File: src/rtl/led_status_sequencer.sv
// Status LED sequencer: heartbeat, idle and fault blink codes
// driving a registered RGB colour-selector index.
module led_status_sequencer #(
    parameter int TICK_DIV    = 1200000,
    parameter int BLINK_TICKS = 2,
    parameter int GAP_TICKS   = 10
) (
    input  logic       clk,
    input  logic       rst_n,
    input  logic       enable,
    input  logic       run,
    input  logic       fault,
    input  logic [2:0] fault_code,
    input  logic       clear,
    output logic [3:0] color_index,
    output logic       fault_active
);

    localparam int PH_MAX = (2 * BLINK_TICKS > GAP_TICKS) ?
                            2 * BLINK_TICKS : GAP_TICKS;
    localparam int PW = $clog2(PH_MAX + 1);
    localparam int SW = $clog2(TICK_DIV);

    typedef enum logic [2:0] {
        S_OFF, S_IDLE, S_RUN, S_F_ON, S_F_OFF, S_F_GAP
    } state_t;

    state_t        state;
    state_t        nxt;
    logic [SW-1:0] presc;
    logic [PW-1:0] phase;
    logic [2:0]    blink_cnt;
    logic [2:0]    code_reg;
    logic          tick;
    logic          set_fault;
    logic          clr_fault;
    logic          blink_inc;
    logic          blink_clr;
    logic          last_blink;
    logic          last_gap;
    logic          last_hb;

    assign tick       = enable && (presc == SW'(TICK_DIV - 1));
    assign last_blink = phase == PW'(BLINK_TICKS - 1);
    assign last_gap   = phase == PW'(GAP_TICKS - 1);
    assign last_hb    = phase == PW'(2 * BLINK_TICKS - 1);

    function automatic logic [3:0] color_of(state_t s, logic [PW-1:0] p);
        logic [3:0] c;
        c = 4'b0000;
        unique case (s)
            S_IDLE:  c = 4'b1010;
            S_RUN:   c = (p < PW'(BLINK_TICKS)) ? 4'b0010 : 4'b1001;
            S_F_ON:  c = 4'b0001;
            S_F_GAP: c = 4'b1000;
            default: c = 4'b0000;
        endcase
        return c;
    endfunction

    // A new fault outranks clear; clear outranks the enable gate so it is
    // honoured even while dark.
    always_comb begin
        nxt       = state;
        set_fault = 1'b0;
        clr_fault = 1'b0;
        blink_inc = 1'b0;
        blink_clr = 1'b0;
        if (fault && !fault_active) begin
            set_fault = 1'b1;
            blink_clr = 1'b1;
            nxt       = enable ? S_F_ON : S_OFF;
        end else if (clear && !fault && fault_active) begin
            clr_fault = 1'b1;
            nxt       = !enable ? S_OFF : (run ? S_RUN : S_IDLE);
        end else if (!enable) begin
            nxt = S_OFF;
        end else begin
            unique case (state)
                S_OFF: begin
                    blink_clr = 1'b1;
                    nxt = fault_active ? S_F_ON : (run ? S_RUN : S_IDLE);
                end
                S_IDLE: if (run) nxt = S_RUN;
                S_RUN:  if (!run) nxt = S_IDLE;
                S_F_ON: if (tick && last_blink) nxt = S_F_OFF;
                S_F_OFF: begin
                    if (tick && last_blink) begin
                        blink_inc = 1'b1;
                        nxt = (3'(blink_cnt + 3'd1) == code_reg) ?
                              S_F_GAP : S_F_ON;
                    end
                end
                S_F_GAP: begin
                    if (tick && last_gap) begin
                        blink_clr = 1'b1;
                        nxt       = S_F_ON;
                    end
                end
                default: nxt = S_OFF;
            endcase
        end
    end

    always_ff @(posedge clk or negedge rst_n) begin
        if (!rst_n) begin
            state        <= S_OFF;
            presc        <= '0;
            phase        <= '0;
            blink_cnt    <= '0;
            code_reg     <= '0;
            fault_active <= 1'b0;
            color_index  <= 4'b0000;
        end else begin
            state       <= nxt;
            color_index <= color_of(state, phase);
            if (nxt != state || !enable) begin
                presc <= '0;
                phase <= '0;
            end else if (tick) begin
                presc <= '0;
                phase <= (state == S_RUN && last_hb) ? '0 : phase + PW'(1);
            end else begin
                presc <= presc + SW'(1);
            end
            if (set_fault) begin
                fault_active <= 1'b1;
                code_reg     <= (fault_code == 3'd0) ? 3'd1 : fault_code;
            end else if (clr_fault) begin
                fault_active <= 1'b0;
            end
            if (blink_clr) begin
                blink_cnt <= '0;
            end else if (blink_inc) begin
                blink_cnt <= blink_cnt + 3'd1;
            end
        end
    end

endmodule

File: config.mk
export PLATFORM = sky130hd
export DESIGN_NAME = led_status_sequencer
export DESIGN_NICKNAME = d
export VERILOG_FILES = /design/src/rtl/led_status_sequencer.sv
export SDC_FILE = /design/constraint.sdc
export NUM_CORES = 1
export LEC_CHECK = 0
export ABC_AREA = 0
export BUFFER_PORTS_ARGS = -buffer_cell sky130_fd_sc_hd__buf_2
export CAP_MARGIN = 25
export CELL_PAD_IN_SITES_DETAIL_PLACEMENT = 1
export CELL_PAD_IN_SITES_GLOBAL_PLACEMENT = 1
export CORE_ASPECT_RATIO = 0.8
export CORE_MARGIN = 8
export CORE_UTILIZATION = 47
export DETAILED_ROUTE_END_ITERATION = 10
export PLACE_DENSITY = 0.9
export SYNTH_ARGS = -nofsm -noshare
export SYNTH_HDL_FRONTEND = slang
export SYNTH_SLANG_ARGS = --single-unit
export TNS_END_PERCENT = 100
File: constraint.sdc
create_clock -name clk -period 3 [get_ports clk]
set_input_delay 0.45 -clock clk [delete_from_list [all_inputs] [get_ports clk]]
set_output_delay 0.45 -clock clk [all_outputs]
set_load 0.02 [all_outputs]
### Word-level counts from Yosys, hierarchy flattened

Index checks and enable logic that the tools add are counted.

* $add $sub $neg: 3
* magnitude comparators: 1
* equality and inequality tests: 11
* multiplexer cells: 39
* reduce and logical (&&, ||, !) cells: 16

Operator list (number)
* $mux W21: 2
* $mux W3: 13
* $add A21 B1 Y21 const B: 1
* $eq A21 B21 Y1 const B: 1
* $pmux W3 S6: 1
* $mux W4: 4
* $pmux W4 S4: 1
* $mux W1: 14
* $logic_and A1 B1 Y1: 7
* $eq A3 B2 Y1 const B: 2
* $eq A3 B3 Y1 const B: 2
* $logic_not A3 Y1: 2
* $mux W2: 3
* $reduce_bool A2 Y1: 3
* $add A4 B1 Y4 const B: 1
* $eq A4 B1 Y1 const B: 1
* $eq A4 B2 Y1 const B: 1
* $eq A4 B4 Y1 const B: 1
* $lt A4 B2 Y1 const B: 1
* $add A3 B1 Y3 const B: 1
* $eq A3 B1 Y1 const B: 1
* $eq A3 B3 Y1: 1
* $logic_not A1 Y1: 3
* $ne A3 B3 Y1: 1
* 2 further kinds: 2

* register bits after elaboration: 39
* input bits: 9
* output and inout port bits: 5

### Depth between registers and ports, before layout

Gate-level depths: netlist of run 1.

* word-level depth: 11
* mapped depth: 10

### Least setup slack after synthesis of run 1

No wires, ideal clock.

* kind: reg-to-reg
* start: register presc[18]
* end: register phase[1]
* library setup time: 0.123 ns
* arrival time: 2.470 ns
* data required time: 2.877 ns
* setup slack: 0.407 ns
* stages on the path, launching flop included: 9
* path buffers: 1
* clock period less this slack: 2.593 ns
* cells stage by stage: dfrtp_1 -> or4b_1 -> nor4_4 -> nand4_2 -> nor2b_1 -> mux2_2 -> a211oi_4 -> buf_4 -> nor3_1

* longest elaborated chain between the ends: 11
* elaborated cells between the ends (all ways): 15
* classes of those cells: eq/ne: 2; mux: 8; reduce/logical: 5

Ends and longest elaborated chain
* start: declaration: RTL line 30 `logic [SW-1:0] presc;`
* start signal: assignment: RTL line 124 `presc <= presc + SW'(1);`
* $eq A21 B21 Y1 *: RTL line 43 `assign tick = enable && (presc == SW'(TICK_DIV - 1));`
* $logic_and A1 B1 Y1 *: RTL line 43
* $logic_and A1 B1 Y1, on equally long branches: RTL line 95, 86, 88
* $mux W3, on equally long branches: RTL line 95, 86, 88
* $pmux W3 S6: RTL line 79 `unique case (state)`
* $mux W3: RTL line 76 `end else if (!enable) begin`
* $mux W3: RTL line 73 `end else if (clear && !fault && fault_active) begin`
* $mux W3: RTL line 69 `if (fault && !fault_active) begin`
* $ne A3 B3 Y1: RTL line 117 `if (nxt != state || !enable) begin`
* $logic_or A1 B1 Y1: RTL line 117
* $mux W4 or $reduce_bool A2 Y1 (tied branches)
* end signal: assignment: RTL line 122 `phase <= (state == S_RUN && last_hb) ? '0 : phase + PW'(1);`
* end: declaration: RTL line 31 `logic [PW-1:0] phase;`

Every way passes the cells marked *; elsewhere a longest branch is shown, timed or not.
A chain may end at the register's enable or synchronous reset.

### Worst setup path in the final report of run 1

* start: register presc[18]
* end: register presc[3]

* longest elaborated chain between the ends: 11
* elaborated cells between the ends (all ways): 15
* classes of those cells: eq/ne: 2; mux: 9; reduce/logical: 4

Ends and longest elaborated chain
* $eq A21 B21 Y1 *: RTL line 43
* $logic_and A1 B1 Y1 *: RTL line 43
* $logic_and A1 B1 Y1, on equally long branches: RTL line 95, 86, 88
* $mux W3, on equally long branches: RTL line 95, 86, 88
* $pmux W3 S6 *: RTL line 79
* $mux W3 *: RTL line 76
* $mux W3 *: RTL line 73
* $mux W3 *: RTL line 69
* named net nxt[2]: RTL line 29 `state_t nxt;`
* $ne A3 B3 Y1 *: RTL line 117
* $logic_or A1 B1 Y1 *: RTL line 117
* $mux W21 *: RTL line 117

Mark *: on every way through the listed nets, which the timed path passes. The rest lies on a longest branch.

==> impl_results.md, run 1 <==
* Grt ovf at 0
* Netlist Area Pre-Place at 2430 sq um
* P_sw at 0.000329 W
* Final setup fails at 0
* Syn nets at 285
* Minimum clock period at 2810 ps
* DIE AREA at 7740 sq um
* Post-CTS Hold Fix Bufs at 0
* CTS Root Cell: clkbuf_8
* Antenna cells at 0
* DRC at 0
* Sw Ratio at 0.303
* Crit path to: presc[3]
* Filler cell count at 607
* Total wire length at 6.25 mm
* FF+latch area at 951 sq um
* Pin count of the biggest net entering global routing at 39
* Reg2reg start: presc[18]
* Worst Path Required at 3190 ps
* Largest regs: presc (21), phase (4)
* Final ANT Viol Nets at 0
* Initial Utilization at 0.485
* Drt first pass iters at 4
* Worst Setup SP: presc[18]
* Detailed Place HPWL at 4.39 mm
* Power Total at 0.00109 W
* Flops & latches, synth at 38
* Initial antenna violation count at 0
* Period utilization at 0.938
* Sink Count at 38
* Cell Rows at 23
* Highest clock rate at 0.355 GHz
* Reg2reg end: presc[3]
* Synth warnings at 0
* CTS tree: yes
* Area delta synth->final at 9.17%
* GP Congestion at 0.928
* Skew final at 3.73 ps
* Vias post-DR at 2040
* GRT Total Usage at 0.176
* Worst slew pin tran at 877 ps
* First-pass GRT wire length at 10.7 mm
* Unrepaired setup endpoints after global routing: false
* Comb power frac at 0.187
* Hold Crit Class: in2async
* Slew Limit Fails at 0
* Reg power frac at 0.507
* Area leader, netlist: dfrtp_1
* Worst slew margin at 0.415
* Multi-input logic area at 1400 sq um
* Critical Path End Type: flop
* Clk Latency, worst-skew pair at 290 ps
* Max cap viols at 0
* Avg Inst Size Synth at 8.93 sq um
* Vias/cell at 5.93
* CTS Buf Count at 5
* Core area at 5010 sq um
* Number of synthesized flops with an enable pin at 0
* Top FF cell, synth: dfrtp_1
* Top cells by area, synth: dfrtp_1 39%, xnor2_1 5.8%, nor3_1 4.9%
* Cell Int Power at 0.000756 W
* Async SR Flop Fraction at 1.00
* # IOs at 14
* Mapped Cells at 272
* Startpoint Class: flop
* Reg2reg path depth at 8
* Worst-path clk slew at 70 ps
* Number of flip-flops in the largest register at 21
* Crit path arrival time at 3000 ps
* Share of the synthesized area in the top cell type at 0.391
* Leak at 1.09 nW
* Die height at 80.3 um
* Total Nets Final at 295
* Hold Violations, Final at 0
* Commonest cells in the netlist: 38 x dfrtp_1, 29 x nand2_1, 24 x nor3_1
* Reg2Reg Setup Slack at 190 ps
* Most common cell in the netlist: dfrtp_1
* Layout cell share with drive strength beyond 1 at 0.135
* Critical path class: reg2reg
* PwrDens at 409 nW/um^2
* Die W at 96.4 um
* H-tree Lvls at 2
* Number of global-route vias before repair at 2162
* CP max FO at 25
* Setup TNS at 0 ps
* DRT iter0 DRCs at 103
* Util after Layout at 0.530
* Largest Register: presc
* PortBufs at 12
* Clk buf depth at 2
* Worst vdd ir at 191 uV
* Detailed-route wire length per cell at 18.2 um
* Status: finished clean
* Synth cell types at 53
* Sequential area share after synthesis at 0.391
* Clk pwr share at 0.306
[power groups by stage]
stage,clock [W],combinational (W),sequential [W]
2_1_floorplan,0,0.000135,0.000554
3_3_place_gp,0,0.000193,0.000558
3_5_place_dp,0,0.000199,0.000560
4_1_cts,0.000345,0.000200,0.000550
5_1_grt,0.000372,0.000222,0.000553
6_report,0.000332,0.000202,0.000550
[through the flow]
| stage | instances | hold slack (ps) | instance area [sq um] | worst slack [ps] |
|---|---|---|---|---|
| floorplan | 272 | 154 | 2430 | 407 |
| global placement | 336 | 484 | 2560 | 318 |
| detailed placement | 336 | 503 | 2560 | 219 |
| CTS | 343 | 292 | 2640 | 207 |
| global route | 344 | 326 | 2650 | 13.0 |
| finish | 344 | 265 | 2650 | 186 |
[metal layers]
metal / vias up / track usage / wire [um]
met5: - / 0 / 0
met4: 0 / 0.0528 / 53
met3: 9 / 0.0372 / 238
met2: 36 / 0.276 / 3030
met1: 1000 / 0.237 / 2940
li1: 995 / - / -
[cells by family (layout without fill, tap and decap cells)]
| group | Yosys count | after routing | synth area share |
|---|---|---|---|
| compound gates | 34 | 34 | 0.112 |
| xor+xnor | 27 | 27 | 0.0973 |
| fa+ha+maj | 4 | 4 | 0.0206 |
| buf+inv | 22 | 32 | 0.0427 |
| flops | 38 | 38 | 0.391 |
| mux | 3 | 3 | 0.0134 |
| other cells | 1 | 1 | 0.00154 |
| simple gates | 143 | 143 | 0.321 |
[what timing repair did]
item                       CTS  global route
hold endpoints to repair     0             0
setup endpoints to repair    0             1
gates resized for setup      0             1
buffers inserted             0             1
[area by class of cell]
class / count / area share
Clock inverter: 2 / 0.00377
Inverter: 6 / 0.00849
Multi-Input combinational cell: 212 / 0.527
Tap cell: 62 / 0.0292
Timing Repair Buffer: 19 / 0.0472
Sequential cell: 38 / 0.358
Clock buffer: 5 / 0.0259
[critical path, stage by stage (launching register included)]
cell	delay, ps
dfrtp_1	400
or4b_1	590
nor4_4	400
nand3_1	200
o32ai_2	320
o2bb2ai_2	190
xnor2_2	90
buf_4	230
nor4_1	290
[worst min-delay path by stage]
stage	to	slack (ps)
final	fault_active	270
after floorplan	blink_cnt[0]	150
after detailed placement	code_reg[2]	500
after global placement	code_reg[1]	480
after CTS	presc[1]	290
after global routing	presc[1]	330
[placed cells by master (no fill, tap or decap), drive strengths merged, types with 5 or more instances in the layout]
cell type | netlist | final
a21oi | 5 | 5
buf | 7 | 19
clkbuf | 9 | 5
dfrtp | 38 | 38
inv | 6 | 6
nand2 | 29 | 29
nand2b | 5 | 5
nand3 | 21 | 21
nand4 | 5 | 5
nor2 | 19 | 19
nor3 | 24 | 24
nor4 | 9 | 9
o21ai | 5 | 5
or3 | 13 | 13
xnor2 | 16 | 16
xor2 | 11 | 11
Power figures use the tool's default switching activity.
==> run 2, diff against run 1 <==
--- a/config.mk
+++ b/config.mk
@@ -8,7 +8,7 @@
 export ABC_AREA = 0
 export BUFFER_PORTS_ARGS = -buffer_cell sky130_fd_sc_hd__buf_2
 export CAP_MARGIN = 25
-export CELL_PAD_IN_SITES_DETAIL_PLACEMENT = 1
+export CELL_PAD_IN_SITES_DETAIL_PLACEMENT = 0
 export CELL_PAD_IN_SITES_GLOBAL_PLACEMENT = 1
 export CORE_ASPECT_RATIO = 0.8
 export CORE_MARGIN = 8
==> impl_results.md, run 2 (synthesized netlist as in run 1, its figures left out) <==
* Status: finished clean (unchanged)
* Slew Limit Fails at 0 (unchanged)
* Worst vdd ir at 303 uV (was 191 uV)
* Critical path's slowest cell: or4b_1 (unchanged)
* CTS Root Cell: clkbuf_8 (unchanged)
* Largest regs: presc (21), phase (4) (unchanged)
* Area delta synth->final at 9.17% (unchanged)
* Hold Violations, Final at 0 (unchanged)
* Core area at 5010 sq um (unchanged)
* Clk buf depth at 2 (unchanged)
* Power Total at 0.00111 W (was 0.00109 W)
* Sink Count at 38 (unchanged)
* # IOs at 14 (unchanged)
* Vias/cell at 5.80 (was 5.93)
* Setup TNS at 0 ps (unchanged)
* Number of global-route vias before repair at 1938 (was 2162)
* Highest Signal Layer: met4 (unchanged)
* Grt ovf at 0 (unchanged)
* Skew final at 7.15 ps (was 3.73 ps)
* DIE AREA at 7740 sq um (unchanged)
* Critical Path End Type: flop (unchanged)
* Layout cell share with drive strength beyond 1 at 0.135 (unchanged)
* Die height at 80.3 um (unchanged)
* Cell Rows at 23 (unchanged)
* Worst slew pin tran at 851 ps (was 877 ps)
* Initial antenna violation count at 0 (unchanged)
* Leak at 1.10 nW (was 1.09 nW)
* DP Area at 2560 sq um (unchanged)
* Met1 Wirelength at 2.67 mm (was 2.94 mm)
* Worst slew margin at 0.433 (was 0.415)
* PwrDens at 419 nW/um^2 (was 409 nW/um^2)
* PortBufs at 12 (unchanged)
* Unrepaired setup endpoints after global routing: false (unchanged)
* Most frequent cells in the layout: 38 x dfrtp_1, 29 x nand2_1, 24 x nor3_1 (unchanged)
* Met2 WL post-DR at 2.42 mm (was 3.03 mm)
* GRT Total Usage at 0.155 (was 0.176)
* FF+latch area at 951 sq um (unchanged)
* Pin count of the biggest net entering global routing at 39 (unchanged)
* Number of flip-flops in the largest register at 21 (unchanged)
* Largest Register: presc (unchanged)
* Highest clock rate at 0.361 GHz (was 0.355 GHz)
* Total wire length at 5.41 mm (was 6.25 mm)
* WHS at 266 ps (was 265 ps)
* Crit path arrival time at 2930 ps (was 3000 ps)
* Detailed-routed wire length on met3 at 281 um (was 238 um)
* Worst-path clk slew at 80 ps (was 70 ps)
* Critical path class: reg2reg (unchanged)
* Detailed-route wire length per cell at 15.7 um (was 18.2 um)
* Hold Crit Class: in2async (unchanged)
* CP max FO at 25 (unchanged)
* Vias post-DR at 1994 (was 2040)
* Drt first pass iters at 4 (unchanged)
* GP Congestion at 0.928 (unchanged)
* Post-CTS sizing at 0 (unchanged)
* Detailed Place HPWL at 3.66 mm (was 4.39 mm)
* DRT iter0 DRCs at 119 (was 103)
* Most common cell after layout, fill and taps aside: dfrtp_1 (unchanged)
* Minimum clock period at 2770 ps (was 2810 ps)
* Die W at 96.4 um (unchanged)
* Max incr delay on CP at 590 ps (about the same)
* Initial Utilization at 0.485 (unchanged)
* DRC at 0 (unchanged)
* Total Nets Final at 294 (was 295)
* Max cap viols at 0 (unchanged)
* H-tree Lvls at 2 (unchanged)
* Final setup fails at 0 (unchanged)
* Worst Path Required at 3160 ps (was 3190 ps)
* CTS Buf Count at 5 (unchanged)
* Startpoint Class: flop (unchanged)
* Crit path cell chain: or4b_1 > nor4_4 > nand4_2 > nor2b_1 > mux2_2 > a211oi_4 > buf_12 > nor3_1 (was or4b_1 > nor4_4 > nand3_1 > o32ai_2 > o2bb2ai_2 > xnor2_2 > buf_4 > nor4_1)
* Final instance area at 2650 sq um (unchanged)
* Post-CTS Hold Fix Bufs at 0 (unchanged)
* Post-CTS setup buffers at 0 (unchanged)
* CTS tree: yes (unchanged)
* Filler cell count at 491 (was 607)
* Period utilization at 0.923 (was 0.938)
* Clk Latency, worst-skew pair at 290 ps (about the same)
* Multi-input logic area at 1390 sq um (was 1400 sq um)
* Final ANT Viol Nets at 0 (unchanged)
* Antenna cells at 0 (unchanged)
* First-pass GRT wire length at 9.46 mm (was 10.7 mm)
## run 2: cell count changes in the layout (fill, tap and decap cells not counted)
| cell | previous run | this run |
|---|---|---|
| buf_4 | 6 | 5 |
| clkbuf_8 | 5 | 6 |
| clkinv_2 | 2 | 1 |
| clkinvlp_4 | 0 | 1 |
| nand4_2 | 0 | 1 |
| nand4_4 | 1 | 0 |
## run 2: final cells by class
| cell class | instances | share of cell area |
|---|---|---|
| sequential | 38 | 0.358 |
| clock buffer | 6 | 0.0311 |
| inverter | 6 | 0.00849 |
| multi-input combinational | 212 | 0.524 |
| timing repair buffer | 18 | 0.0443 |
| clock inverter | 2 | 0.00472 |
| tap | 62 | 0.0292 |
## run 2: stage by stage
| step | setup slack, ps | cells | utilization |
|---|---|---|---|
| floorplan | 407 | 272 | - |
| global placement | 318 | 336 | 0.511 |
| detailed placement | 257 | 336 | 0.511 |
| CTS | 237 | 344 | 0.530 |
| global route | 12.3 | 344 | 0.530 |
| finish | 232 | 344 | 0.530 |
## run 2: final timing paths
path	startpoint	endpoint	slack [ps]	cells after the start
worst min register to register	code_reg[0]	code_reg[0]	500	2
max in group asynchronous	rst_n	presc[8]	2210	1
worst max register to register	presc[18]	phase[2]	230	8
worst min-delay path	rst_n	blink_cnt[1]	270	1
worst max-delay path	presc[18]	phase[2]	230	8
min in group clk	fault_code[1]	code_reg[1]	360	3
## run 2: layer usage
| metal | up-vias | track usage |
|---|---|---|
| li1 | 992 | - |
| met1 | 952 | 0.226 |
| met2 | 46 | 0.227 |
| met3 | 4 | 0.0289 |
| met4 | 0 | 0.0452 |
| met5 | - | 0 |
## run 2: where the power goes
group / internal [W] / switching [W]
registers: 0.000528 / 0.0000216
clock network: 0.000185 / 0.000181
logic: 0.0000696 / 0.000126
total: 0.000782 / 0.000329
## run 2: critical path: cells and delay by family (launching register included)
kind | cells | cell delay, ps
DFF | 1 | 410
buffers and inverters | 1 | 210
muxes | 1 | 300
AOI/OAI and AO/OA | 1 | 260
and+or+nand+nor | 5 | 1460
